<file path="src/rtl/debug_hart_irq_ctrl_if.sv">
// Debug-module to hart-cluster request/status bundle.
// master = debug module side, slave = conditioner side.
interface debug_hart_irq_ctrl_if #(
    parameter int NR_HARTS = 1
);
    logic [NR_HARTS-1:0] dm_debug_req;
    logic                dm_ndmreset;
    logic [NR_HARTS-1:0] hart_en_mask;
    logic [NR_HARTS-1:0] debug_req_irq;
    logic                ndmreset;
    logic [NR_HARTS-1:0] req_pending;
    logic [15:0]         irq_count;

    modport master (
        output dm_debug_req,
        output dm_ndmreset,
        output hart_en_mask,
        input  debug_req_irq,
        input  ndmreset,
        input  req_pending,
        input  irq_count
    );

    modport slave (
        input  dm_debug_req,
        input  dm_ndmreset,
        input  hart_en_mask,
        output debug_req_irq,
        output ndmreset,
        output req_pending,
        output irq_count
    );
endinterface

</file>
<file path="src/rtl/debug_hart_irq_ctrl.sv">
// Per-hart debug request edge-to-pulse conditioner with
// re-arm gap, pending capture, ndmreset stretch and pulse count.
module debug_hart_irq_ctrl #(
    parameter int NR_HARTS            = 1,
    parameter int IRQ_PULSE_CYCLES    = 4,
    parameter int REARM_GAP           = 2,
    parameter int NDMRESET_MIN_CYCLES = 16
) (
    input logic             aclk,
    input logic             areset,
    debug_hart_irq_ctrl_if.slave bus
);

    localparam int MAXC = (IRQ_PULSE_CYCLES > REARM_GAP) ?
                          IRQ_PULSE_CYCLES : REARM_GAP;
    localparam int CW = $clog2(MAXC + 1);
    localparam int RW = $clog2(NDMRESET_MIN_CYCLES + 1);
    localparam logic [CW-1:0] P_LOAD = CW'(IRQ_PULSE_CYCLES - 1);
    localparam logic [CW-1:0] G_LOAD = CW'(REARM_GAP - 1);
    localparam logic [RW-1:0] R_LOAD = RW'(NDMRESET_MIN_CYCLES - 1);

    typedef enum logic [1:0] {
        IDLE,
        PULSE,
        GAP
    } state_e;

    state_e              state_q [NR_HARTS];
    state_e              state_d [NR_HARTS];
    logic [CW-1:0]       cnt_q   [NR_HARTS];
    logic [CW-1:0]       cnt_d   [NR_HARTS];
    logic [NR_HARTS-1:0] pend_q, pend_d;
    logic [NR_HARTS-1:0] prev_q, prev_d;
    logic [NR_HARTS-1:0] enter;
    logic [NR_HARTS-1:0] cap;
    logic                ndm_prev_q, ndm_prev_d;
    logic                ndmreset_q, ndmreset_d;
    logic [RW-1:0]       rcnt_q, rcnt_d;
    logic [15:0]         count_q, count_d;
    logic                ndm_rise;
    logic                hold;
    logic [6:0]          n_enter;
    logic [16:0]         sum;
    logic [NR_HARTS-1:0] irq_vec;

    always_comb begin
        prev_d     = bus.dm_debug_req;
        ndm_prev_d = bus.dm_ndmreset;
        ndm_rise   = bus.dm_ndmreset & ~ndm_prev_q;
        // A reset edge beats a debug edge arriving in the same cycle.
        hold       = ndm_rise | ndmreset_q;
        cap        = bus.dm_debug_req & ~prev_q & bus.hart_en_mask;
        pend_d     = pend_q;
        enter      = '0;
        n_enter    = '0;
        for (int i = 0; i < NR_HARTS; i++) begin
            state_d[i] = state_q[i];
            cnt_d[i]   = cnt_q[i];
            if (hold) begin
                state_d[i] = IDLE;
                cnt_d[i]   = '0;
                pend_d[i]  = 1'b0;
            end else begin
                unique case (state_q[i])
                    IDLE: begin
                        if (cap[i]) begin
                            state_d[i] = PULSE;
                            cnt_d[i]   = P_LOAD;
                            enter[i]   = 1'b1;
                        end
                    end
                    PULSE: begin
                        if (cap[i]) pend_d[i] = 1'b1;
                        if (cnt_q[i] == '0) begin
                            state_d[i] = GAP;
                            cnt_d[i]   = G_LOAD;
                        end else begin
                            cnt_d[i] = cnt_q[i] - CW'(1);
                        end
                    end
                    GAP: begin
                        if (cnt_q[i] != '0) begin
                            cnt_d[i] = cnt_q[i] - CW'(1);
                            if (cap[i]) pend_d[i] = 1'b1;
                        end else if (pend_q[i] | cap[i]) begin
                            // Pending launches; a fresh edge re-captures.
                            state_d[i] = PULSE;
                            cnt_d[i]   = P_LOAD;
                            enter[i]   = 1'b1;
                            pend_d[i]  = pend_q[i] & cap[i];
                        end else begin
                            state_d[i] = IDLE;
                        end
                    end
                    default: begin
                        state_d[i] = IDLE;
                        cnt_d[i]   = '0;
                    end
                endcase
            end
            n_enter = n_enter + 7'(enter[i]);
        end
        sum     = {1'b0, count_q} + 17'(n_enter);
        count_d = sum[16] ? 16'hFFFF : sum[15:0];
    end

    always_comb begin
        ndmreset_d = ndmreset_q;
        rcnt_d     = rcnt_q;
        if (ndm_rise) begin
            ndmreset_d = 1'b1;
            rcnt_d     = R_LOAD;
        end else if (ndmreset_q) begin
            if (rcnt_q != '0) begin
                rcnt_d = rcnt_q - RW'(1);
            end else if (!bus.dm_ndmreset) begin
                ndmreset_d = 1'b0;
            end
        end
    end

    always_ff @(posedge aclk) begin
        if (areset) begin
            prev_q     <= bus.dm_debug_req;
            ndm_prev_q <= bus.dm_ndmreset;
            pend_q     <= '0;
            ndmreset_q <= 1'b0;
            rcnt_q     <= '0;
            count_q    <= '0;
            for (int i = 0; i < NR_HARTS; i++) begin
                state_q[i] <= IDLE;
                cnt_q[i]   <= '0;
            end
        end else begin
            prev_q     <= prev_d;
            ndm_prev_q <= ndm_prev_d;
            pend_q     <= pend_d;
            ndmreset_q <= ndmreset_d;
            rcnt_q     <= rcnt_d;
            count_q    <= count_d;
            for (int i = 0; i < NR_HARTS; i++) begin
                state_q[i] <= state_d[i];
                cnt_q[i]   <= cnt_d[i];
            end
        end
    end

    always_comb begin
        for (int i = 0; i < NR_HARTS; i++) begin
            irq_vec[i] = (state_q[i] == PULSE);
        end
    end

    assign bus.debug_req_irq = irq_vec;
    assign bus.req_pending   = pend_q;
    assign bus.ndmreset      = ndmreset_q;
    assign bus.irq_count     = count_q;

endmodule
</file>
<file path="src/flat_wrapper.sv">
// flat-port wrapper written by rule: the top's interface ports become plain ports
module debug_hart_irq_ctrl_flat 
#(
    parameter int NR_HARTS            = 1,
    parameter int IRQ_PULSE_CYCLES    = 4,
    parameter int REARM_GAP           = 2,
    parameter int NDMRESET_MIN_CYCLES = 16
)
  (aclk, areset, bus_dm_debug_req, bus_dm_ndmreset, bus_hart_en_mask, bus_debug_req_irq, bus_ndmreset, bus_req_pending, bus_irq_count);
  debug_hart_irq_ctrl_if #(.NR_HARTS(NR_HARTS)) bus_i ();
  input logic aclk;
  input logic areset;
  input wire logic [$bits(bus_i.dm_debug_req)-1:0] bus_dm_debug_req;
  input wire logic [$bits(bus_i.dm_ndmreset)-1:0] bus_dm_ndmreset;
  input wire logic [$bits(bus_i.hart_en_mask)-1:0] bus_hart_en_mask;
  output wire logic [$bits(bus_i.debug_req_irq)-1:0] bus_debug_req_irq;
  output wire logic [$bits(bus_i.ndmreset)-1:0] bus_ndmreset;
  output wire logic [$bits(bus_i.req_pending)-1:0] bus_req_pending;
  output wire logic [$bits(bus_i.irq_count)-1:0] bus_irq_count;
  assign bus_i.dm_debug_req = bus_dm_debug_req;
  assign bus_i.dm_ndmreset = bus_dm_ndmreset;
  assign bus_i.hart_en_mask = bus_hart_en_mask;
  assign bus_debug_req_irq = bus_i.debug_req_irq;
  assign bus_ndmreset = bus_i.ndmreset;
  assign bus_req_pending = bus_i.req_pending;
  assign bus_irq_count = bus_i.irq_count;
  debug_hart_irq_ctrl #(.NR_HARTS(NR_HARTS), .IRQ_PULSE_CYCLES(IRQ_PULSE_CYCLES), .REARM_GAP(REARM_GAP), .NDMRESET_MIN_CYCLES(NDMRESET_MIN_CYCLES)) u_core (.aclk(aclk), .areset(areset), .bus(bus_i));
endmodule
</file>
<file path="config.mk">
export PLATFORM = sky130hd
export DESIGN_NAME = debug_hart_irq_ctrl_flat
export DESIGN_NICKNAME = d
export VERILOG_FILES = /design/src/rtl/debug_hart_irq_ctrl_if.sv /design/src/rtl/debug_hart_irq_ctrl.sv /design/src/flat_wrapper.sv
export SDC_FILE = /design/constraint.sdc
export NUM_CORES = 1
export LEC_CHECK = 0
export ABC_CLOCK_PERIOD_IN_PS = 6700
export BUFFER_PORTS_ARGS = -buffer_cell sky130_fd_sc_hd__buf_4
export CAP_MARGIN = 0
export CORE_MARGIN = 8
export CORE_UTILIZATION = 45
export DETAILED_ROUTE_END_ITERATION = 7
export PLACE_DENSITY = 0.66
export SYNTH_ARGS = -nofsm -noshare
export SYNTH_HDL_FRONTEND = slang
export SYNTH_SLANG_ARGS = --single-unit
export TNS_END_PERCENT = 50
</file>
<file path="constraint.sdc">
create_clock -name aclk -period 6.7 [get_ports aclk]
set_input_delay 0.335 -clock aclk [delete_from_list [all_inputs] [get_ports aclk]]
set_output_delay 0.335 -clock aclk [all_outputs]
set_load 0.03 [all_outputs]
</file>
# Word-level counts from Yosys, hierarchy flattened
# Memory sizes are Yosys's and may differ from the RTL's.
# Cells that the tools add are included.
dict set report word_totals {
  reg_bits 25
  latchBits 0
  ram_bits 5
  mem_bits_ro 0
  inputBits 5
  output_inout_bits 19
  word_cells 73
  n_memories 2
}
dict set report op_classes {
  addsub 3
  n_mul 0
  div_mod_pow 0
  order_cmp 0
  n_eq_ne 3
  n_shift 0
  mux 36
  bitwise 8
  reduce_logical 14
}
# memory depth width read_ports rd_clocked_by_memory_dff write_ports line_no
set memory_table {}
lappend memory_table {u_core.cnt_q 1 3 1 0 1 debug_hart_irq_ctrl.sv:30} ;# logic [CW-1:0] cnt_q [NR_HARTS];
lappend memory_table {u_core.state_q 1 2 1 0 1 debug_hart_irq_ctrl.sv:28} ;# state_e state_q [NR_HARTS];
# cell count
set op_table {}
lappend op_table {{$mux 3} 6}
lappend op_table {{$add 16x1->17} 1}
lappend op_table {{$mux 1} 17}
lappend op_table {{$mux 16} 1}
lappend op_table {{$mux 4} 3}
lappend op_table {{$mux 2} 5}
lappend op_table {{$pmux 3 s3} 1}
lappend op_table {{$pmux 2 s3} 1}
lappend op_table {{$reduce_and 2->1} 3}
lappend op_table {{$reduce_bool 2->1} 3}
lappend op_table {{$reduce_or 2->1} 3}
lappend op_table {{$reduce_bool 5->1} 1}
lappend op_table {{$sub 5x1->5 const B} 1}
lappend op_table {{$and 1x1->1} 4}
lappend op_table {{$pmux 1 s2} 2}
lappend op_table {{$logic_not 3->1} 1}
lappend op_table {{$ne 3x1->1 const B} 1}
lappend op_table {{$reduce_bool 3->1} 1}
lappend op_table {{$reduce_or 3->1} 1}
lappend op_table {{$sub 3x1->3 const B} 1}
lappend op_table {{$eq 2x1->1 const B} 1}
lappend op_table {{$eq 2x2->1 const B} 1}
lappend op_table {{$logic_not 2->1} 1}
lappend op_table {{$not 1->1} 2}
lappend op_table {{$or 1x1->1} 2}

# Logic depth before layout (Yosys ltp)
dict set report logic_depth {
  depth_word 10
  mapped_depth 8
  ltp_nobuf 8
}

# Least setup slack after synthesis
# Ideal clock, no wire load.
dict set report synth_path {
  path_type {reg2reg}
  startpoint {memory u_core.cnt_q[0][0] (netlist name)}
  endpoint {register u_core.count_q[13], in the netlist u_core.bus.irq_count[13]}
  setup_ns 0.136
  arrival_ns 1.984
  t_required_ns 6.564
  slack_ns 4.579
  path_stages_with_launch 9
  n_path_buf 0
  period_less_slack_ns 2.121
  path_cell_list {dfxtp_1 or3_1 a22o_1 nor4_1 ha_1 nand3_1 nor4_4 xnor2_1 a21oi_2}
}
dict set report synth_between {
  elab_chain_len 7
}
# item line_no
set synth_rtl {}
lappend synth_rtl {{from (decl)} debug_hart_irq_ctrl.sv:30}
lappend synth_rtl {{$mem_v2 1x3} --}
lappend synth_rtl {{$reduce_bool 3->1} debug_hart_irq_ctrl.sv:82} ;# if (cnt_q[i] != '0) begin
lappend synth_rtl {{$mux 1} debug_hart_irq_ctrl.sv:82}
lappend synth_rtl {{$pmux 1 s2} debug_hart_irq_ctrl.sv:64} ;# unique case (state_q[i])
lappend synth_rtl {{$mux 1} debug_hart_irq_ctrl.sv:59} ;# if (hold) begin
lappend synth_rtl {{$add 16x1->17} debug_hart_irq_ctrl.sv:103} ;# sum = {1'b0, count_q} + 17'(n_enter);
lappend synth_rtl {{$mux 16} debug_hart_irq_ctrl.sv:104} ;# count_d = sum[16] ? 16'hFFFF : sum[15:0];
lappend synth_rtl {{to (signal assigned)} debug_hart_irq_ctrl.sv:140} ;# count_q <= count_d;
lappend synth_rtl {{to (decl)} debug_hart_irq_ctrl.sv:39} ;# logic [15:0] count_q, count_d;
# No other way between the ends.
# A chain may end at the register's enable or synchronous reset.

# Worst setup path in the final report
dict set report layout_path {
  startpoint {memory u_core.cnt_q[0][0] (netlist name)}
  endpoint {register u_core.count_q[3], in the netlist u_core.bus.irq_count[3]}
}
# Same word-level chain as after synthesis.

==> results.sh <==
export IMPL_outcome="finished clean"
export IMPL_grt_overflow_total=0
export IMPL_crit_fanout=12
export IMPL_syn_area_per_cell_um2=9.13
export IMPL_post_drt_wl_per_cell_um=13.0
export IMPL_synth_distinct_cells=42
export IMPL_drt_wl_total_mm=3.14
export IMPL_yosys_area_top_type="dfxtp_1"
export IMPL_crit_arrival_ps=2690
export IMPL_yosys_top_cells_count="dfxtp_1, nand2_1, nor2_1"
export IMPL_diodes=0
export IMPL_post_cts_buffers=0
export IMPL_place_ws_ps=4280
export IMPL_core_rowCount=21
export IMPL_cts_max_path_buffers=2
export IMPL_cp_start_kind="flop"
export IMPL_fin_tns_setup_ps=0
export IMPL_start_util_pct=46.6
export IMPL_tritoncts="built"
export IMPL_holdWs_ps=127
export IMPL_critPathKind="reg2reg"
export IMPL_grtUsageTotal_pct=12.5
export IMPL_gp_congestion=0.840
export IMPL_synth_edf_count=0
export IMPL_leakagePower_nw=0.694
export IMPL_fmax_mhz=411
export IMPL_endpoint_kind="flop"
export IMPL_relSlewSlack_pct=70.7
export IMPL_synth_top_area_share_pct=38.9
export IMPL_synth_warnings=0
export IMPL_grt_pass1_vias=1218
export IMPL_drt_iter0_markers=47
export IMPL_period_minus_slack_ps=2430
export IMPL_skew_ps=3.21
export IMPL_drv_slew=0
export IMPL_setup_violations=0
export IMPL_dp_hpwl_mm=2.33
export IMPL_drt_antenna_violating_nets=0
export IMPL_p_per_area_nw_per_um2=198
export IMPL_synthTopCellsByArea="dfxtp_1, a21oi_2, xnor2_1"
export IMPL_ir_worst_vdd_mv=0.152
export IMPL_cts_hold_buf=0
export IMPL_worstHoldPathType="in2reg"
export IMPL_yosysSeqAreaShare_pct=38.9
export IMPL_timing_final_crit_share_pct=36.3
export IMPL_fin_ws_ps=4270
export IMPL_cts_resized=0
export IMPL_grt_pass1_wl_mm=5.33
export IMPL_rrSetupSlack_ps=4270
export IMPL_dr_pass1_iters=4
export IMPL_vias=1267
export IMPL_tightest_slew_ps=439
export IMPL_rsz0062_at_grt="no"
export IMPL_htreeDepth=2
export IMPL_synth_area_um2=1540
export IMPL_cts_sinks=30
export IMPL_synth_top_flop_cell="dfxtp_1"
export IMPL_ios=24
export IMPL_drive_above_1_share_pct=28.2
export IMPL_cts_root_buf="clkbuf_4"
export IMPL_syn_num_nets=178
export IMPL_ys_seq_elements=30
export IMPL_vias_per_cell=5.26
export IMPL_yosysMostFrequentCell="dfxtp_1"
export IMPL_area_growth_pct=18.2
export IMPL_maxCapViolations=0
export IMPL_core_area_um2=3310
export IMPL_antenna_found_initial=0
export IMPL_dieWidth_um=74.6
export IMPL_nNetsFinal=203
export IMPL_netlist_instances=169
export IMPL_ys_async_sr_fraction_pct=0
export IMPL_final_hold_viol_count=0
export IMPL_cp_required_ps=6960
export IMPL_clock_latency_ps=320
export IMPL_dieArea_um2=5560
export IMPL_die_h_um=74.6
export IMPL_grt_start_max_net_pins=25
export IMPL_port_buffers=23
export IMPL_fin_util_pct=55.1
export IMPL_post_route_drc_count=0
export IMPL_clkTransAtPathRegs_ps=90
export IMPL_numCtsBuffers=5
## sequential cells by signal, summed over array words and instances, names as in the netlist
register	cells
u_core.bus.irq_count	16
u_core.rcnt_q	5
u_core.cnt_q	3
u_core.state_q	2
u_core.bus.ndmreset	1
u_core.bus.req_pending	1
u_core.ndm_prev_q	1
u_core.prev_q	1
## metal layers
layer  GRT usage, %  vias up  share of wire [%]  routed length [µm]
li1               -      656                  -                   -
met1           13.1      583                 44                1370
met3           4.99        7                5.8                 182
met5              0        -                  0                   0
met4           5.87        0                2.2                  68
met2           21.3       21                 48                1520
## power by group
part | switching (mW) | internal, mW | total [mW]
Clock | 0.0619 | 0.0717 | 0.134
Combinational | 0.0207 | 0.0159 | 0.0366
Sequential | 0.00722 | 0.184 | 0.191
Total | 0.0898 | 0.272 | 0.361
## cell families (layout without fill, tap and decap cells)
logic type / count (synthesis) / count (layout) / synth area share, %
DFF: 30 / 30 / 38.9
and+or+nand+nor: 72 / 72 / 30.0
adders and majority gates: 4 / 4 / 3.24
AOI/OAI and AO/OA: 39 / 39 / 17.2
xor gates and xnor gates: 13 / 13 / 7.38
buffers and inverters: 11 / 37 / 3.24
## stage by stage
step	std cells	power, mW	area (µm²)
after floorplan	169	0.222	1540
after global placement	233	0.230	1750
after detailed placement	233	0.232	1750
after CTS	241	0.366	1820
after global routing	241	0.376	1820
final	241	0.361	1820
## layout make-up
type / instances / area [µm²]
Fill cell: 324 / 1490
Multi-Input combinational cell: 128 / 892
Sequential cell: 30 / 601
Timing Repair Buffer: 23 / 173
Clock buffer: 8 / 78.8
Tap cell: 46 / 57.6
Inverter: 6 / 22.5
## worst max-delay path, cell delays in order (launching register included)
cell and delay (ps):
dfxtp_1 390, or3_1 390, a22o_1 200, nor4_1 270, ha_1 300, and3_1 250, nand3_2 330, a21oi_1 240
## worst paths after layout
check | from | end | cells after the start
worst max register to register | u_core.cnt_q[0][0] | u_core.bus.irq_count[3] | 7
worst min register to register | u_core.rcnt_q[1] | u_core.rcnt_q[1] | 2
worst max-delay path | u_core.cnt_q[0][0] | u_core.bus.irq_count[3] | 7
worst min-delay path | bus_dm_debug_req | u_core.prev_q | 1
## layout by cell type (no fill, tap or decap), drive strengths merged, types with 2 or more instances in the layout
cell type,count
dfxtp,30
buf,23
nand3,8
xor2,4
clkbuf,8
a31oi,2
o21ai,8
inv,6
or3,2
nand4,4
a311oi,2
or2,2
nor3,13
nand2b,2
xnor2,9
and3,4
nor4,4
a21oi,20
a211oi,2
nor2b,4
nand2,14
nor2,12
ha,4
Power figures use the tool's default switching activity.
